$ cat src/rtl/tlk2711_dma_rd_sched.sv
// tlk2711_dma_rd_sched
//   Drives the MM2S DataMover read-command channel for the TLK2711 transmit
//   path. A frame (DDR base, total bytes, chunk size) is split into 72-bit
//   read commands with at most MAX_OUTSTANDING issued but not yet completed.
//   DataMover statuses are checked for tag order and transfer errors; frame
//   completion is reported with a one-cycle o_done pulse.
//
// Ports
//   i_clk, i_rst       clock, asynchronous active-high reset
//   i_soft_rst         synchronous clear with the same effect as i_rst
//   i_start            one-cycle frame start (accepted only in IDLE)
//   i_base_addr        DDR start address, latched on accepted start
//   i_total_len        frame length in bytes, latched on accepted start
//   i_chunk_len        max bytes per command, latched on accepted start
//   o_cmd_data/valid   DataMover command, i_cmd_ready handshakes it
//   i_sts_data/valid   DataMover status {OKAY,SLVERR,DECERR,INTERR,TAG[3:0]}
//   o_sts_ready        high whenever not in reset
//   o_busy             frame in progress
//   o_done             one-cycle frame-complete pulse
//   o_status           [0] DMA error, [1] tag mismatch, [2] config error
//   o_chunk_cnt        statuses accepted in current/last frame (wraps)
module tlk2711_dma_rd_sched #(
  parameter int MAX_OUTSTANDING = 2,
  parameter int BTT_W           = 23
) (
  input  logic             i_clk,
  input  logic             i_rst,
  input  logic             i_soft_rst,
  input  logic             i_start,
  input  logic [31:0]      i_base_addr,
  input  logic [31:0]      i_total_len,
  input  logic [BTT_W-1:0] i_chunk_len,
  output logic [71:0]      o_cmd_data,
  output logic             o_cmd_valid,
  input  logic             i_cmd_ready,
  input  logic [7:0]       i_sts_data,
  input  logic             i_sts_valid,
  output logic             o_sts_ready,
  output logic             o_busy,
  output logic             o_done,
  output logic [3:0]       o_status,
  output logic [15:0]      o_chunk_cnt
);

  typedef enum logic [1:0] {IDLE, RUN, DRAIN, DONE} state_t;

  state_t           state;
  logic [31:0]      cur_addr;
  logic [31:0]      remaining;
  logic [BTT_W-1:0] chunk_len;
  logic [3:0]       outstanding;
  logic [3:0]       iss_idx;
  logic [3:0]       cmp_idx;

  function automatic logic [BTT_W-1:0] next_btt(input logic [31:0] rem,
                                                input logic [BTT_W-1:0] chunk);
    if (rem < 32'(chunk)) return rem[BTT_W-1:0];
    return chunk;
  endfunction

  function automatic logic [71:0] make_cmd(input logic [3:0] tag,
                                           input logic [31:0] addr,
                                           input logic [31:0] rem,
                                           input logic [BTT_W-1:0] chunk);
    logic eof;
    eof = (rem <= 32'(chunk));
    return {4'h0, tag, addr, 1'b0, eof, 6'h00, 1'b1, 23'(next_btt(rem, chunk))};
  endfunction

  // The presented command always describes {cur_addr, remaining}, so its
  // BTT can be recomputed here instead of being sliced back out of o_cmd_data.
  logic [BTT_W-1:0] cur_btt;
  logic             cmd_hs, sts_acc, sts_live, sts_orphan, sts_err, tag_err;
  logic [31:0]      addr_nx, rem_nx;
  logic [3:0]       iss_nx, outst_nx;
  logic [3:0]       status_nx;
  logic             err_nx, issue_nx;

  assign o_sts_ready = ~(i_rst | i_soft_rst);

  assign cur_btt    = next_btt(remaining, chunk_len);
  assign cmd_hs     = o_cmd_valid & i_cmd_ready;
  assign sts_acc    = i_sts_valid & o_sts_ready;
  // A status with nothing outstanding cannot match any command: flag it.
  assign sts_live   = sts_acc & (outstanding != 4'd0);
  assign sts_orphan = sts_acc & (outstanding == 4'd0);
  assign sts_err    = sts_live & (~i_sts_data[7] | (|i_sts_data[6:4]));
  assign tag_err    = (sts_live & (i_sts_data[3:0] != cmp_idx)) | sts_orphan;
  assign addr_nx    = cmd_hs ? cur_addr + 32'(cur_btt) : cur_addr;
  assign rem_nx     = cmd_hs ? remaining - 32'(cur_btt) : remaining;
  assign iss_nx     = iss_idx + {3'b000, cmd_hs};
  assign outst_nx   = outstanding + {3'b000, cmd_hs} - {3'b000, sts_live};
  assign status_nx  = o_status | {2'b00, tag_err, sts_err};
  assign err_nx     = |status_nx[1:0];
  assign issue_nx   = (rem_nx != 32'd0) && (int'(outst_nx) < MAX_OUTSTANDING);

  always_ff @(posedge i_clk or posedge i_rst) begin
    if (i_rst) begin
      state       <= IDLE;
      cur_addr    <= '0;
      remaining   <= '0;
      chunk_len   <= '0;
      outstanding <= '0;
      iss_idx     <= '0;
      cmp_idx     <= '0;
      o_cmd_data  <= '0;
      o_cmd_valid <= 1'b0;
      o_busy      <= 1'b0;
      o_done      <= 1'b0;
      o_status    <= '0;
      o_chunk_cnt <= '0;
    end else if (i_soft_rst) begin
      state       <= IDLE;
      cur_addr    <= '0;
      remaining   <= '0;
      chunk_len   <= '0;
      outstanding <= '0;
      iss_idx     <= '0;
      cmp_idx     <= '0;
      o_cmd_data  <= '0;
      o_cmd_valid <= 1'b0;
      o_busy      <= 1'b0;
      o_done      <= 1'b0;
      o_status    <= '0;
      o_chunk_cnt <= '0;
    end else begin
      case (state)
        IDLE: begin
          o_done <= 1'b0;
          if (i_start) begin
            cur_addr    <= i_base_addr;
            remaining   <= i_total_len;
            chunk_len   <= i_chunk_len;
            outstanding <= '0;
            iss_idx     <= '0;
            cmp_idx     <= '0;
            o_chunk_cnt <= '0;
            if (i_total_len == 32'd0 || i_chunk_len == '0) begin
              state    <= DONE;
              o_done   <= 1'b1;
              o_busy   <= 1'b0;
              o_status <= 4'b0100;
            end else begin
              // First command goes out straight from the inputs so valid
              // rises the cycle after the start edge.
              state       <= RUN;
              o_busy      <= 1'b1;
              o_status    <= '0;
              o_cmd_valid <= 1'b1;
              o_cmd_data  <= make_cmd(4'd0, i_base_addr, i_total_len, i_chunk_len);
            end
          end
        end

        RUN: begin
          cur_addr    <= addr_nx;
          remaining   <= rem_nx;
          iss_idx     <= iss_nx;
          outstanding <= outst_nx;
          o_status    <= status_nx;
          if (sts_live) begin
            o_chunk_cnt <= o_chunk_cnt + 16'd1;
            cmp_idx     <= cmp_idx + 4'd1;
          end
          if (err_nx) begin
            state       <= DRAIN;
            o_cmd_valid <= 1'b0;
          end else if (rem_nx == 32'd0 && outst_nx == 4'd0) begin
            state       <= DONE;
            o_cmd_valid <= 1'b0;
            o_done      <= 1'b1;
            o_busy      <= 1'b0;
          end else begin
            // Without a handshake the inputs to make_cmd are unchanged, so a
            // stalled command stays stable.
            o_cmd_valid <= issue_nx;
            o_cmd_data  <= make_cmd(iss_nx, addr_nx, rem_nx, chunk_len);
          end
        end

        DRAIN: begin
          outstanding <= outst_nx;
          o_status    <= status_nx;
          if (sts_live) begin
            o_chunk_cnt <= o_chunk_cnt + 16'd1;
            cmp_idx     <= cmp_idx + 4'd1;
          end
          if (outst_nx == 4'd0) begin
            state  <= DONE;
            o_done <= 1'b1;
            o_busy <= 1'b0;
          end
        end

        default: begin
          o_done <= 1'b0;
          state  <= IDLE;
        end
      endcase
    end
  end

endmodule
$ cat config.mk
export PLATFORM = sky130hd
export DESIGN_NAME = tlk2711_dma_rd_sched
export DESIGN_NICKNAME = d
export VERILOG_FILES = /design/src/rtl/tlk2711_dma_rd_sched.sv
export SDC_FILE = /design/constraint.sdc
export NUM_CORES = 1
export LEC_CHECK = 0
export ABC_AREA = 0
export CORE_MARGIN = 1
export CORE_UTILIZATION = 57
export DETAILED_ROUTE_END_ITERATION = 8
export MAX_ROUTING_LAYER = met4
export PLACE_DENSITY = 0.91
export SLEW_MARGIN = 10
export SYNTH_ARGS = -nofsm -noshare
export SYNTH_HDL_FRONTEND = slang
export SYNTH_SLANG_ARGS = --single-unit
export TNS_END_PERCENT = 20
$ cat constraint.sdc
create_clock -name i_clk -period 8.36 [get_ports i_clk]
set_input_delay 2.508 -clock i_clk [delete_from_list [all_inputs] [get_ports i_clk]]
set_output_delay 2.508 -clock i_clk [all_outputs]
set_load 0.03 [all_outputs]
==> report_table.html, run 1 <==
<table>
<tr><th>Metric</th><th>Value</th></tr>
<tr><th colspan="2">Worst hold path</th></tr>
<tr><td>Hold Path Depth</td><td>2</td></tr>
<tr><td>Worst hold endpoint</td><td>o_cmd_data[21]$_DFFE_PP0P_</td></tr>
<tr><td>Startpoint of the tightest hold check path</td><td>o_cmd_data[21]$_DFFE_PP0P_</td></tr>
<tr><td>Class of the tightest hold or removal check</td><td>flop to flop</td></tr>
<tr><th colspan="2">Yosys</th></tr>
<tr><td>Mean instance size in the synthesized netlist</td><td>8.35 um2</td></tr>
<tr><td>Most frequent cell after synthesis</td><td>sky130_fd_sc_hd__nand2_1</td></tr>
<tr><td>Post-synth top flop</td><td>sky130_fd_sc_hd__dfrtp_1</td></tr>
<tr><td>Total standard cell area after synthesis</td><td>0.0152 mm2</td></tr>
<tr><td>Cell count after synthesis</td><td>1819</td></tr>
<tr><td>Syn. warnings</td><td>0</td></tr>
<tr><td>Share of flip-flops with an asynchronous set or reset</td><td>100%</td></tr>
<tr><td>Synth Register Bits</td><td>184</td></tr>
<tr><td>Yosys cell types</td><td>86</td></tr>
<tr><td>Commonest cells post-synth</td><td>sky130_fd_sc_hd__nand2_1, sky130_fd_sc_hd__dfrtp_1, sky130_fd_sc_hd__nor2_1, sky130_fd_sc_hd__ha_1, sky130_fd_sc_hd__o21ai_0</td></tr>
<tr><td>Proportion of synthesized chip area in sequential cells</td><td>30.3%</td></tr>
<tr><td>Top cell type by total area after synthesis</td><td>sky130_fd_sc_hd__dfrtp_1</td></tr>
<tr><td>Cells taking the most area after synthesis</td><td>sky130_fd_sc_hd__dfrtp_1, sky130_fd_sc_hd__ha_1, sky130_fd_sc_hd__nand2_1</td></tr>
<tr><td>Post-synth EDFFs</td><td>0</td></tr>
<tr><td>Share of the synthesized area in the top cell type</td><td>30.3%</td></tr>
<tr><th colspan="2">Placement</th></tr>
<tr><td>Total cell area at the placement stage</td><td>0.0172 mm2</td></tr>
<tr><td>Count of buffers inserted at the top-level ports</td><td>~180</td></tr>
<tr><td>Cell Count Post-Placement</td><td>2254</td></tr>
<tr><td>Global placement routability congestion</td><td>between 1 and 1.5</td></tr>
<tr><td>Post-placement worst setup slack</td><td>789 ps</td></tr>
<tr><td>Detailed placement HPWL</td><td>approximately 39000 um</td></tr>
<tr><th colspan="2">Route</th></tr>
<tr><td>DRT iter0 DRCs</td><td>about 1.8k</td></tr>
<tr><td>Via count</td><td>15.1k</td></tr>
<tr><td>Wire length reported by the detailed router</td><td>51800 um</td></tr>
<tr><td>Number of optimization iterations in the first detailed-route pass</td><td>9</td></tr>
<tr><td>Routed WL per cell</td><td>22.7 um</td></tr>
<tr><td>Via count normalized by instance count</td><td>6.58</td></tr>
<tr><td>DR DRC count</td><td>6</td></tr>
<tr><td>Residual antenna-violating net count after detailed routing</td><td>0</td></tr>
<tr><th colspan="2">Power and ir drop</th></tr>
<tr><td>Static leakage power</td><td>around 8 nW</td></tr>
<tr><td>Post-layout power</td><td>between 6 and 7 mW</td></tr>
<tr><td>Max VDD drop</td><td>0.222 mV</td></tr>
<tr><td>Power per Cell Area</td><td>about 370 mW/mm2</td></tr>
<tr><th colspan="2">Run</th></tr>
<tr><td>Max-capacitance violation count</td><td>0</td></tr>
<tr><th colspan="2">Global route</th></tr>
<tr><td>Vias in the first global route</td><td>14.2k</td></tr>
<tr><td>Congestion Overflow GR</td><td>0</td></tr>
<tr><td>First-pass GRT wire length</td><td>between 80000 and 90000 um</td></tr>
<tr><td>Overall global routing resource usage</td><td>between 30 and 40%</td></tr>
<tr><td>Maximum number of pins on one net before global-route repair</td><td>72</td></tr>
<tr><td>Initial antenna violation count</td><td>1</td></tr>
<tr><th colspan="2">Clock network</th></tr>
<tr><td>Clock root buffer</td><td>sky130_fd_sc_hd__clkbuf_16</td></tr>
<tr><td>Hold-fix buffer count after cts</td><td>0</td></tr>
<tr><td>Number of H-tree levels</td><td>4</td></tr>
<tr><td>CTS tree</td><td>yes</td></tr>
<tr><td>Bufs on Longest Clock Path</td><td>2</td></tr>
<tr><td>Post-CTS setup-driven buffer insertion count</td><td>0</td></tr>
<tr><td># resized after CTS</td><td>0</td></tr>
<tr><td>TritonCTS buffer count</td><td>17</td></tr>
<tr><td>Insertion delay to the later sink of the worst-skew pair</td><td>between 400 and 500 ps</td></tr>
<tr><td>Sinks on Clock Net</td><td>184</td></tr>
<tr><td>Clock-pin slew on the worst setup and hold paths</td><td>80 ps</td></tr>
<tr><th colspan="2">STA</th></tr>
<tr><td>Post-Route Skew</td><td>19.0 ps</td></tr>
<tr><td>Rel. slew slack</td><td>32.2%</td></tr>
<tr><td>Max Freq</td><td>128 MHz</td></tr>
<tr><td>Max Transition Viols Final</td><td>0</td></tr>
<tr><td>Final worst path period need</td><td>7810 ps</td></tr>
<tr><td>Final setup violation count</td><td>0</td></tr>
<tr><td>Setup repair after global routing missed its margin</td><td>no</td></tr>
<tr><td>Final worst-path cycle share</td><td>93.4%</td></tr>
<tr><td>Sum of negative setup slack</td><td>0 ps</td></tr>
<tr><td>Number of endpoints with negative hold slack in the final report</td><td>0</td></tr>
<tr><td>Crit path setup slack, layout</td><td>548 ps</td></tr>
<tr><td>Tightest hold margin</td><td>484 ps</td></tr>
<tr><td>Worst-margin pin slew</td><td>1010 ps</td></tr>
<tr><th colspan="2">Setup path</th></tr>
<tr><td>Highest-delay cell along the critical path</td><td>sky130_fd_sc_hd__a211oi_1</td></tr>
<tr><td>Slack of the worst reg-to-reg path</td><td>550 ps</td></tr>
<tr><td>Worst path most repeated cell</td><td>sky130_fd_sc_hd__a21oi_1</td></tr>
<tr><td>Type of the worst setup path</td><td>flop to flop</td></tr>
<tr><td>Setup crit start kind</td><td>flop</td></tr>
<tr><td>Arrival time at the worst endpoint</td><td>8110 ps</td></tr>
<tr><td>Reg-to-Reg End</td><td>o_cmd_data[0]$_DFFE_PP0P_</td></tr>
<tr><td>Required time of the critical path</td><td>just under 9000 ps</td></tr>
<tr><td>Origin of the critical flop-to-flop path</td><td>chunk_len[1]$_DFFE_PP0P_</td></tr>
<tr><td>Path depth of the worst reg2reg path</td><td>32</td></tr>
<tr><td>Biggest cell delay along the critical path</td><td>roughly 640 ps</td></tr>
<tr><td>Worst Path Max Fanout</td><td>22</td></tr>
<tr><td>Kind of end point of the critical path</td><td>flop</td></tr>
<tr><th colspan="2">Layout</th></tr>
<tr><td>Synthesis-to-layout area growth</td><td>17.2%</td></tr>
<tr><td>Final cell area excluding filler cells</td><td>~0.018 mm2</td></tr>
<tr><td>Fraction of layout instances using a drive strength above 1</td><td>5.79%</td></tr>
<tr><td>Core occupancy in the finished layout</td><td>68.2%</td></tr>
<tr><td>Total number of nets in the final design</td><td>roughly 2.2k</td></tr>
<tr><td>Non-filler instance count after layout</td><td>between 2k and 2.5k</td></tr>
<tr><th colspan="2">Floorplanning</th></tr>
<tr><td>Initial core utilization</td><td>58.1%</td></tr>
<tr><td>I/O pins</td><td>197</td></tr>
<tr><td>Placeable Area</td><td>0.0261 mm2</td></tr>
<tr><td>Die H</td><td>between 150 and 200 um</td></tr>
<tr><td>Rows</td><td>59</td></tr>
<tr><td>Die area</td><td>0.0273 mm2</td></tr>
<tr><td>Die span in x</td><td>around 170 um</td></tr>
<tr><th colspan="2">Run status</th></tr>
<tr><td>Violated checks</td><td>design-rule violations</td></tr>
<tr><td>Result of the run</td><td>finished, violations left</td></tr>
</table>
## metal layers
metal | up-vias | GRT usage (%) | share of wire, %
li1 | 6834 | - | -
met1 | 7228 | 52.4 | 42
met2 | 852 | 59.5 | 45
met3 | 139 | 6.74 | 8.7
met4 | 0 | 16.6 | 4.1
met5 | - | - | 0
## where the power goes
group	internal, mW	switching (mW)	leakage, nW
Sequential	1.16	0.346	2.42
Combinational	1.58	2.63	5.48
Clock	0.411	0.437	0.291
Total	3.15	3.41	8.19
## area by class of cell
class | instances | area, um2
tap | 335 | 419
timing repair buffer | 205 | 1990
clock inverter | 15 | 189
fill | 2096 | 8320
multi-input combinational | 1451 | 9870
antenna | 1 | 2.50
clock buffer | 17 | 425
sequential | 184 | 4600
inverter | 79 | 302
## registers in the layout, summed over array words and instances (netlist names)
register,cells
cmp_idx,4
iss_idx,4
o_status,3
o_cmd_data,61
outstanding,4
chunk_len,23
remaining,32
state,2
o_busy,1
o_chunk_cnt,16
o_cmd_valid,1
cur_addr,32
o_done,1
## worst max-delay path, delay by kind of cell, from the launching register on
family / cells / cell delay [ps]
AO/OA/AOI/OAI: 15 / 3080
XOR/XNOR: 1 / 150
adder cells (fa/ha/maj): 4 / 1310
buffers and inverters: 2 / 460
flip-flops: 1 / 420
multiplexers: 2 / 770
AND/OR/NAND/NOR: 8 / 1440
## placed cells by master (no fill, tap or decap), types with 17 or more instances in the layout
master                            netlist  layout
sky130_fd_sc_hd__o21ai_1               29      29
sky130_fd_sc_hd__nor4_1                21      21
sky130_fd_sc_hd__inv_1                 78      77
sky130_fd_sc_hd__buf_4                 13      21
sky130_fd_sc_hd__a21o_1                35      35
sky130_fd_sc_hd__o21ai_0              104     103
sky130_fd_sc_hd__nand4_1               29      29
sky130_fd_sc_hd__nand2_1              265     265
sky130_fd_sc_hd__mux2_2                34      34
sky130_fd_sc_hd__ha_1                 127     126
sky130_fd_sc_hd__nand3_1               39      39
sky130_fd_sc_hd__dfrtp_1              184     184
sky130_fd_sc_hd__mux2_1                19      19
sky130_fd_sc_hd__xnor2_1               25      25
sky130_fd_sc_hd__a211oi_1              19      19
sky130_fd_sc_hd__a21oi_1               93      91
sky130_fd_sc_hd__clkbuf_16              0      17
sky130_fd_sc_hd__nor3_1                21      21
sky130_fd_sc_hd__mux2i_1               93      93
sky130_fd_sc_hd__o31ai_1               53      53
sky130_fd_sc_hd__clkdlybuf4s50_1        0     183
sky130_fd_sc_hd__nand2b_1              18      18
sky130_fd_sc_hd__nor2_1               145     145
sky130_fd_sc_hd__xor2_1                30      30
## worst max-delay path by stage
| stage | start | end | slack [ps] | cells after the start |
|---|---|---|---|---|
| floorplan | i_rst | chunk_len[0]$_DFFE_PP0P_ | 850 | 1 |
| global placement | i_cmd_ready | o_cmd_data[63]$_DFFE_PP0P_ | 790 | 13 |
| detailed placement | i_cmd_ready | o_cmd_data[62]$_DFFE_PP0P_ | 790 | 13 |
| CTS | chunk_len[1]$_DFFE_PP0P_ | o_cmd_data[0]$_DFFE_PP0P_ | 810 | 32 |
| global route | chunk_len[1]$_DFFE_PP0P_ | o_cmd_data[1]$_DFFE_PP0P_ | 170 | 32 |
| finish | chunk_len[1]$_DFFE_PP0P_ | o_cmd_data[0]$_DFFE_PP0P_ | 550 | 32 |
## logic make-up after synthesis
| kind of cell | synth area share, % |
|---|---|
| other cells | 0.0247 |
| xor+xnor | 3.17 |
| simple gates | 19.0 |
| mux | 10.1 |
| flops | 30.3 |
| fa+ha+maj | 10.9 |
| compound gates | 21.3 |
| buf+inv | 5.33 |
Power figures use the tool's default switching activity.
==> run 2, diff against run 1 <==
--- a/config.mk
+++ b/config.mk
@@ -6,11 +6,13 @@
 export NUM_CORES = 1
 export LEC_CHECK = 0
 export ABC_AREA = 0
+export CAP_MARGIN = 20
 export CORE_MARGIN = 1
 export CORE_UTILIZATION = 57
 export DETAILED_ROUTE_END_ITERATION = 8
 export MAX_ROUTING_LAYER = met4
 export PLACE_DENSITY = 0.91
+export SKIP_LAST_GASP = 1
 export SLEW_MARGIN = 10
 export SYNTH_ARGS = -nofsm -noshare
 export SYNTH_HDL_FRONTEND = slang
==> results of run 2 <==
Final layout, timing and power as in run 1 (identical DEF).
